==> src/rtl/bash_pkg.sv <==
// Shared types and constants for the bash command back end.
// Holds FSM states, response kinds and the fixed ASCII strings.
package bash_pkg;

  typedef enum logic [2:0] {
    IDLE,
    RX_SAMPLE,
    RX_WAIT,
    PARSE,
    TX,
    SOLVE,
    WAIT_ACK
  } state_t;

  typedef enum logic [1:0] {
    RK_NONE,
    RK_ECHO,
    RK_HELLO,
    RK_NF
  } resp_kind_t;

  localparam logic [7:0] SPACE = 8'h20;
  localparam logic [7:0] NUL   = 8'h00;

  localparam int ECHO_LEN  = 4;
  localparam int HELLO_LEN = 5;
  localparam int GREET_LEN = 12;
  localparam int NF_LEN    = 19;

  localparam logic [8*ECHO_LEN-1:0]  ECHO_STR  = "echo";
  localparam logic [8*HELLO_LEN-1:0] HELLO_STR = "hello";
  localparam logic [8*GREET_LEN-1:0] GREET_STR = "Hello, FPGA!";
  localparam logic [8*NF_LEN-1:0]    NF_STR    = ": command not found";

  localparam logic STR_GREET = 1'b0;
  localparam logic STR_NF    = 1'b1;

endpackage

==> src/rtl/bash_resp_rom.sv <==
// Constant response strings, indexed byte by byte.
// Any index past the end of a string reads as NUL.
module bash_resp_rom
  import bash_pkg::*;
(
  input  logic       id,
  input  logic [7:0] idx,
  output logic [7:0] ch
);

  // byte lookup for the selected string
  always_comb begin
    ch = NUL;
    if (id == STR_GREET) begin
      if (idx < 8'(GREET_LEN))
        ch = GREET_STR[8*(GREET_LEN-1-int'(idx)) +: 8];
    end else begin
      if (idx < 8'(NF_LEN))
        ch = NF_STR[8*(NF_LEN-1-int'(idx)) +: 8];
    end
  end

endmodule

==> src/rtl/bash_cmd_dispatcher.sv <==
// Receives a console line, decodes the first word and streams
// one response line back, then signals command completion.
module bash_cmd_dispatcher
  import bash_pkg::*;
#(
  parameter int MAX_LEN  = 128,
  parameter int MAX_WORD = 16
) (
  input  logic        clk,
  input  logic        rst,
  input  logic        line_ready,
  input  logic [12:0] line_len,
  input  logic [7:0]  line_char,
  output logic        line_next,
  output logic        resp_ready,
  output logic [7:0]  resp_char,
  input  logic        resp_next,
  output logic        solved,
  input  logic        solved_ack,
  output logic        busy
);

  localparam int AW = $clog2(MAX_LEN);

  state_t     state, state_nx;
  resp_kind_t kind_r, kind_c, sel_kind;

  logic [12:0]   len, rx_cnt, len_in, rlen;
  logic [7:0]    line_buf [MAX_LEN];
  logic [7:0]    wlen_r, wlen_c, sel_wlen;
  logic [7:0]    tot_r, tot_c, tx_idx, sel_idx;
  logic [7:0]    ch_c, rom_idx, rom_ch;
  logic [AW-1:0] ebi;
  logic          rom_id, is_echo, is_hello, stop;

  assign len_in = (line_len > 13'(MAX_LEN)) ? 13'(MAX_LEN) : line_len;
  assign rlen   = (len > 13'd5) ? len - 13'd5 : 13'd0;

  bash_resp_rom u_rom (
    .id  (rom_id),
    .idx (rom_idx),
    .ch  (rom_ch)
  );

  // decode the first word of the received line
  always_comb begin
    is_echo = (len >= 13'(ECHO_LEN));
    for (int i = 0; i < ECHO_LEN; i++)
      if (line_buf[i] != ECHO_STR[8*(ECHO_LEN-1-i) +: 8])
        is_echo = 1'b0;
    is_echo = is_echo &&
              (len == 13'(ECHO_LEN) || line_buf[ECHO_LEN] == SPACE);
    is_hello = (len == 13'(HELLO_LEN));
    for (int i = 0; i < HELLO_LEN; i++)
      if (line_buf[i] != HELLO_STR[8*(HELLO_LEN-1-i) +: 8])
        is_hello = 1'b0;
    wlen_c = 8'd0;
    stop   = 1'b0;
    for (int i = 0; i < MAX_WORD; i++) begin
      if (!stop && 13'(i) < len && line_buf[i] != SPACE)
        wlen_c = 8'(i + 1);
      else
        stop = 1'b1;
    end
    if (len == 13'd0)  kind_c = RK_NONE;
    else if (is_echo)  kind_c = RK_ECHO;
    else if (is_hello) kind_c = RK_HELLO;
    else               kind_c = RK_NF;
    case (kind_c)
      RK_ECHO:  tot_c = rlen[7:0];
      RK_HELLO: tot_c = 8'(GREET_LEN);
      RK_NF:    tot_c = wlen_c + 8'(NF_LEN);
      default:  tot_c = 8'd0;
    endcase
  end

  // pick the response byte to load next into resp_char
  always_comb begin
    sel_kind = (state == PARSE) ? kind_c : kind_r;
    sel_wlen = (state == PARSE) ? wlen_c : wlen_r;
    sel_idx  = (state == PARSE) ? 8'd0 : tx_idx + 8'd1;
    ebi      = AW'(sel_idx) + AW'(5);
    rom_id   = STR_GREET;
    rom_idx  = sel_idx;
    ch_c     = NUL;
    case (sel_kind)
      RK_ECHO:
        if (13'(sel_idx) < rlen) ch_c = line_buf[ebi];
      RK_HELLO:
        ch_c = rom_ch;
      RK_NF:
        if (sel_idx < sel_wlen) begin
          ch_c = line_buf[AW'(sel_idx)];
        end else begin
          rom_id  = STR_NF;
          rom_idx = sel_idx - sel_wlen;
          ch_c    = rom_ch;
        end
      default:
        ch_c = NUL;
    endcase
  end

  // state register
  always_ff @(posedge clk) begin
    if (rst) state <= IDLE;
    else     state <= state_nx;
  end

  // next-state logic
  always_comb begin
    state_nx = state;
    case (state)
      IDLE:
        if (line_ready)
          state_nx = (len_in == 13'd0) ? PARSE : RX_SAMPLE;
      RX_SAMPLE:
        state_nx = RX_WAIT;
      RX_WAIT:
        if (rx_cnt == len || !line_ready) state_nx = PARSE;
        else                              state_nx = RX_SAMPLE;
      PARSE:
        state_nx = (kind_c == RK_NONE) ? SOLVE : TX;
      TX:
        if (resp_next && tx_idx == tot_r) state_nx = SOLVE;
      SOLVE:
        state_nx = WAIT_ACK;
      WAIT_ACK:
        if (solved_ack) state_nx = IDLE;
      default:
        state_nx = IDLE;
    endcase
  end

  // handshake outputs decoded from state
  always_comb begin
    line_next  = (state == RX_WAIT);
    resp_ready = (state == TX);
    solved     = (state == SOLVE);
    busy       = (state != IDLE);
  end

  // receive counters and response registers
  always_ff @(posedge clk) begin
    if (rst) begin
      len       <= '0;
      rx_cnt    <= '0;
      kind_r    <= RK_NONE;
      wlen_r    <= '0;
      tot_r     <= '0;
      tx_idx    <= '0;
      resp_char <= '0;
    end else begin
      case (state)
        IDLE:
          if (line_ready) begin
            len    <= len_in;
            rx_cnt <= '0;
          end
        RX_SAMPLE:
          rx_cnt <= rx_cnt + 13'd1;
        RX_WAIT:
          if (!line_ready) len <= rx_cnt;
        PARSE: begin
          kind_r    <= kind_c;
          wlen_r    <= wlen_c;
          tot_r     <= tot_c;
          tx_idx    <= '0;
          resp_char <= ch_c;
        end
        TX:
          if (resp_next) begin
            if (tx_idx == tot_r) begin
              resp_char <= NUL;
            end else begin
              tx_idx    <= tx_idx + 8'd1;
              resp_char <= ch_c;
            end
          end
        default: ;
      endcase
    end
  end

  // line buffer write, one byte per RX_SAMPLE
  always_ff @(posedge clk) begin
    if (state == RX_SAMPLE)
      line_buf[rx_cnt[AW-1:0]] <= line_char;
  end

endmodule

==> config.mk <==
export PLATFORM = sky130hd
export DESIGN_NAME = bash_cmd_dispatcher
export DESIGN_NICKNAME = d
export VERILOG_FILES = /design/src/rtl/bash_pkg.sv /design/src/rtl/bash_resp_rom.sv /design/src/rtl/bash_cmd_dispatcher.sv
export SDC_FILE = /design/constraint.sdc
export NUM_CORES = 2
export LEC_CHECK = 0
export CAP_MARGIN = 0
export CORE_ASPECT_RATIO = 1.1
export CORE_UTILIZATION = 31
export CTS_BUF_LIST = sky130_fd_sc_hd__clkbuf_8
export CTS_CLUSTER_DIAMETER = 60
export CTS_CLUSTER_SIZE = 14
export DETAILED_ROUTE_END_ITERATION = 10
export PLACE_DENSITY = 0.45
export SLEW_MARGIN = 40
export SYNTH_ARGS = -nofsm -noshare
export SYNTH_HDL_FRONTEND = slang
export SYNTH_SLANG_ARGS = --single-unit
==> constraint.sdc <==
create_clock -name clk -period 6.66 [get_ports clk]
set_input_delay 0.666 -clock clk [delete_from_list [all_inputs] [get_ports clk]]
set_output_delay 0.666 -clock clk [all_outputs]
set_load 0.05 [all_outputs]
* Word level (Yosys, flattened, before mapping)
Memory sizes are Yosys's and may differ from the RTL's. Index checks and enable logic that the tools add are counted. W data, S select, Z words.
Storage, ports and cells: bits in registers 63, bits in latches 0, bits in writable memories 1024, memory bits (read-only) 0, input bits 26, word-level logic and storage cells 232, memories kept 1
Memories:
- line_buf | depth 128, width 8, read ports 18, clocked after memory_dff 0, wr ports 1, RTL line bash_cmd_dispatcher.sv:29 | logic [7:0] line_buf [MAX_LEN];
Operators by class: add/subtract/negate cells 8, multipliers 0, div/mod/pow operators 0, magnitude comparators 23, eq/ne operators 48, shifts and indexed selects 2, multiplexer cells 79, bitwise operators 0, reductions and logical operators 63
Operator list (number):
- $mux W8 | 28
- $shiftx A152 B32 Y8 const A | 1
- $ne A8 B6 Y1 const B | 16
- $lt A4 B13 Y1 const A | 8
- $shiftx A96 B32 Y8 const A | 1
- $ne A8 B7 Y1 const B | 9
- $mux W13 | 5
- $lt A3 B13 Y1 const A | 4
- $pmux W13 S2 | 2
- $pmux W8 S3 | 2
- $logic_and A1 B1 Y1 | 33
- $pmux W8 S2 | 2
- $mux W1 | 31
- $eq A13 B3 Y1 const B | 2
- $logic_not A13 Y1 | 2
- $lt A1 B13 Y1 const A | 2
- $lt A2 B13 Y1 const A | 2
- $pmux W3 S7 | 1
- $logic_not A1 Y1 | 15
- $add A13 B1 Y13 const B | 1
- $eq A13 B13 Y1 | 1
- $ge A13 B3 Y1 const B | 1
- $gt A13 B3 Y1 const B | 1
- $gt A13 B8 Y1 const B | 1
- 29 further kinds | 52

* Logic depth before layout (Yosys ltp)
An unclocked memory read counts as a cell.
depth after elaboration 75, mapped depth 33, gate-level depth less buffers 29

* Hierarchy
A second synthesis with hierarchy kept.
Second synthesis, totals: cell total of the unflattened synthesis 4761, area, all modules 56615.5 µm²
Modules (own cells, without submodules):
- bash_cmd_dispatcher | times used 1, cells an instance 4641, area an instance 55861.1 µm², sequential area each 32010.7 µm²
- bash_resp_rom | times used 1, cells an instance 120, area an instance 754.5 µm², sequential area each 0.0 µm²

* Worst setup path after synthesis
No wires, ideal clock.
path type flip-flop to flip-flop, from reg len[1], to reg resp_char[0], setup time 0.086 ns, data arrival time 6.328 ns, required time 6.574 ns, setup slack 0.245 ns, stages on the path, launching flop included 33, period minus slack after synthesis 6.415 ns, cell sequence dfxtp_1 -> clkbuf_1 -> inv_1 -> ha_1 -> nor2_1 -> o21ai_0 -> nor4_2 -> nand4_1 -> or4_1 -> clkbuf_1 -> o21ai_1 -> nor2_1 -> a21oi_1 -> ha_1 -> a211oi_1 -> o21ai_0 -> a21oi_1 -> o21ba_2 -> buf_1 -> nor3_2 -> buf_6 -> buf_2 -> nand2_1 -> o21ai_0 -> ha_1 -> and2_1 -> o32ai_1 -> o211ai_1 -> a21o_1 -> a211o_1 -> a21oi_1 -> o21bai_1 -> a221oi_2
Between the ends: longest elaborated chain between the ends 74
Ends and longest elaborated chain:
- start: declaration | RTL line bash_cmd_dispatcher.sv:28 | logic [12:0] len, rx_cnt, len_in, rlen;
- start signal: assignment | RTL line bash_cmd_dispatcher.sv:157 | len <= len_in;
- start signal: assignment | RTL line bash_cmd_dispatcher.sv:163 | if (!line_ready) len <= rx_cnt;
- $lt A1 B13 Y1 | RTL line bash_cmd_dispatcher.sv:60 | if (!stop && 13'(i) < len && line_buf[i] != SPACE)
- $logic_and A1 B1 Y1 (3 in series) | RTL line bash_cmd_dispatcher.sv:60
- $mux W1 | RTL line bash_cmd_dispatcher.sv:60
- $logic_not A1 Y1 | RTL line bash_cmd_dispatcher.sv:60
- $logic_and A1 B1 Y1 (2 in series) | RTL line bash_cmd_dispatcher.sv:60
- $mux W1 | RTL line bash_cmd_dispatcher.sv:60
- $logic_not A1 Y1 | RTL line bash_cmd_dispatcher.sv:60
- $logic_and A1 B1 Y1 (2 in series) | RTL line bash_cmd_dispatcher.sv:60
- [... 54 more ...]
- $shiftx A152 B32 Y8 / $shiftx A96 B32 Y8 (equally long branches) | RTL line bash_resp_rom.sv:19, bash_resp_rom.sv:16
- $mux W8 (on tied branches) | RTL line bash_resp_rom.sv:18, bash_resp_rom.sv:15
- $mux W8 | RTL line bash_resp_rom.sv:14 | if (id == STR_GREET) begin
- $mux W8 | RTL line bash_cmd_dispatcher.sv:92 | if (sel_idx < sel_wlen) begin
- $pmux W8 S3 * | RTL line bash_cmd_dispatcher.sv:86 | case (sel_kind)
- $mux W8 | RTL line bash_cmd_dispatcher.sv:173 | if (tx_idx == tot_r) begin
- $mux W8 | RTL line bash_cmd_dispatcher.sv:172 | if (resp_next) begin
- $pmux W8 S2 * | RTL line bash_cmd_dispatcher.sv:154 | case (state)
- end signal: assignment | RTL line bash_cmd_dispatcher.sv:169 | resp_char <= ch_c;
- end signal: assignment | RTL line bash_cmd_dispatcher.sv:177 | resp_char <= ch_c;
- end: declaration | RTL line bash_cmd_dispatcher.sv:16 | output logic [7:0] resp_char,
Mark *: on every way between the ends. The rest lies on a longest branch, timed or not. The select of a mux whose other input is x is not followed. A chain may end at the register's enable or synchronous reset.

==> summary.txt <==
Status -> finished, final reports clean
Initial antenna violation count -> 10
CP max stage delay -> 0.47 ns
R2R depth -> 29
Bufs on Longest Clock Path -> 3
RSZ-0062 raised after global routing -> true
Clock sink total -> 1,087
Setup crit end kind -> flop
Remaining Overflow, GRT -> 0
Final period util -> 0.949
Most frequent cells in the layout -> edfxtp_1, nand2_1, mux2i_1
I/O Buffers -> 37
Fin. Hold Viols -> 0
Die H -> 450 µm
Top FF cell, synth -> edfxtp_1
Clock-pin slew on the worst setup and hold paths -> 0.09 ns
Commonest non-fill, non-tap cell in the layout -> edfxtp_1
CP Class -> flop to flop
Die width -> 409 µm
Drt drc -> 0
Number of flops mapped to enable cells by yosys -> 1,024
Max Fclk -> 158 MHz
Power per cell area -> 204 mW/mm²
Gr usage total -> 0.259
Setup Buffers After CTS -> 0
Routed len/inst -> 33.9 µm
Crit path max fanout -> 6
Routed wire length -> 244,000 µm
Critical Path AT -> 7.15 ns
First-pass GRT wire length -> 341,000 µm
WP data required -> 7.48 ns
Hold path depth -> 1
Clock skew -> 0.0720 ns
Syn Nets -> 4,793
Clk_lat worst skew -> 0.91 ns
Cells after DPL -> 7,027
Layout Area Growth over Synthesis -> 11.3%
CP Launch Type -> flop
Die area -> 0.184 mm²
CTS H-tree lvls -> 3
Final WS setup -> 0.339 ns
Worst r2r dst -> resp_char[0]$_SDFFE_PP0P_
Mapped cell area -> 0.0565 mm²
Synth warn -> 0
Critical Path Start -> line_buf[5][4]$_DFFE_PP_
R2R Path Start -> line_buf[5][4]$_DFFE_PP_
Post-DRT Antenna Nets -> 0
Initial Util -> 0.312
Critical Path Most Common Cell -> a21oi_1
Fillers -> 18.0k
Cells after Synth -> 4,740
Final min period -> 6.32 ns
Share of cells above drive strength 1 -> 0.165
Fin cells -> 7,203
Setup slack at placement -> 0.223 ns
Cell area after placement -> 0.0607 mm²
# nets final -> 4,779
Syn Area/Cell -> 11.9 µm²
Sequential share of the synthesized area -> 0.566
RePlAce Congestion -> 0.950
Hold path startpoint -> line_char[7]
Final setup fails -> 0
I/O pins -> 38
Slew margin rel. -> 0.332
Worst-margin pin slew -> 0.990 ns
Post-route cell area -> 0.0629 mm²
CP max stage cell -> fa_1
Cell variety after synth -> 102
R2r setup slk -> 0.34 ns
Max Slew Vio Count -> 0
Vias per cell -> 6.06
Vias in the first global route -> 42.8k
Multi-input logic area -> 0.0232 mm²
Worst Hold End -> line_buf[46][7]$_DFFE_PP_
Inserted Clock Buffers -> 103
Core Area -> 0.181 mm²
CTS tree -> yes
Routed vias -> 43.7k
Row cnt -> 164
Post-synthesis register bit count -> 1,087
Max_cap viols -> 0
Largest net degree at the start of global routing -> 106
Pre-antenna DRT Iters -> 8
Detailed placer's ending HPWL -> 158,000 µm
VDD IR max -> 174 µV
Async set or reset register ratio after synthesis -> 0
Register area -> 0.0320 mm²
1st-iter DRT viols -> 5,327
Clk Tree Root Cell -> clkbuf_8
Leakage power -> 19.9 nW
Hold WC Path Type -> input port to flop
[through the flow]
stage / utilization / power (mW) / hold WS (ns) / setup TNS (ns)
2_1_floorplan: - / 8.15 / 0.424 / 0
3_3_place_gp: 0.333 / 8.58 / 0.437 / 0
3_5_place_dp: 0.335 / 8.58 / 0.440 / 0
4_1_cts: 0.346 / 12.9 / 0.192 / 0
5_1_grt: 0.347 / 13.2 / 0.257 / -0.0394
6_report: 0.347 / 12.8 / 0.239 / 0
[metal layers]
metal  routed length (µm)  vias up  track usage
met4                12400        2        0.124
met2               113000     2201        0.417
met5                   18        -            0
met3                18700      457       0.0346
li1                     -    18380            -
met1                99500    22645        0.344
[cell families (layout without fill, tap and decap cells)]
group,count (synthesis),count (layout),share of synthesized area
and+or+nand+nor,1646,1646,0.133
DFF,1087,1087,0.566
AOI/OAI and AO/OA,1015,1015,0.125
muxes,479,479,0.128
buffers and inverters,434,489,0.0327
xor gates and xnor gates,52,52,0.00846
adders and majority gates,27,27,0.00611
other,0,1,0
[power breakdown]
group	leakage (nW)	total, mW	internal [mW]	switching [mW]
clock	1.08	4.37	1.76	2.61
sequential	9.71	7.49	7.47	0.0203
combinational	9.11	0.955	0.306	0.649
[synthesized netlist by cell type, drive strengths merged, types with 33 or more instances]
library cell | n | area, µm²
edfxtp | 1024 | 30700
nand2 | 757 | 2850
nor2 | 308 | 1160
mux2i | 263 | 2640
a21oi | 213 | 1070
buf | 203 | 983
clkbuf | 199 | 747
mux4 | 193 | 4350
o21ai | 148 | 741
nand3 | 132 | 671
nor3 | 114 | 603
and3 | 107 | 669
a311oi | 91 | 803
a31oi | 83 | 519
a221oi | 79 | 698
a211oi | 77 | 578
dfxtp | 63 | 1260
o22ai | 62 | 394
o211ai | 39 | 293
xnor2 | 38 | 355
nor4 | 33 | 213
[area by class of cell]
type                            instances  share of cell area
Multi-Input combinational cell       3219               0.369
Sequential cell                      1087               0.509
Inverter                               32             0.00217
Clock buffer                          106              0.0232
Timing Repair Buffer                  283              0.0396
Tap cell                             2407              0.0479
Clock inverter                         68             0.00895
Antenna cell                            1           0.0000398
[registers in the layout, indices dropped and copies added (netlist names)]
register   flops
line_buf    1024
len           13
rx_cnt        13
resp_char      8
tot_r          8
tx_idx         8
wlen_r         8
state          3
kind_r         2
[critical path: cells and delay by family (launching register included)]
kind,cells,cell delay (ns)
simple gates,7,1.36
flops,1,0.43
fa+ha+maj,3,0.91
compound gates,15,2.80
mux,1,0.41
buf+inv,3,0.34
[what timing repair did]
action	in CTS	in global routing
resized for setup	0	13
hold buffers	0	0
setup endpoints to repair	0	7
[how the worst max path moves through the flow]
| stage | to |
|---|---|
| final | resp_char[0]$_SDFFE_PP0P_ |
| after floorplan | resp_char[0]$_SDFFE_PP0P_ |
| after global routing | resp_char[0]$_SDFFE_PP0P_ |
| after global placement | resp_char[5]$_SDFFE_PP0P_ |
| after detailed placement | resp_char[5]$_SDFFE_PP0P_ |
| after CTS | resp_char[5]$_SDFFE_PP0P_ |
Power figures use the tool's default switching activity.
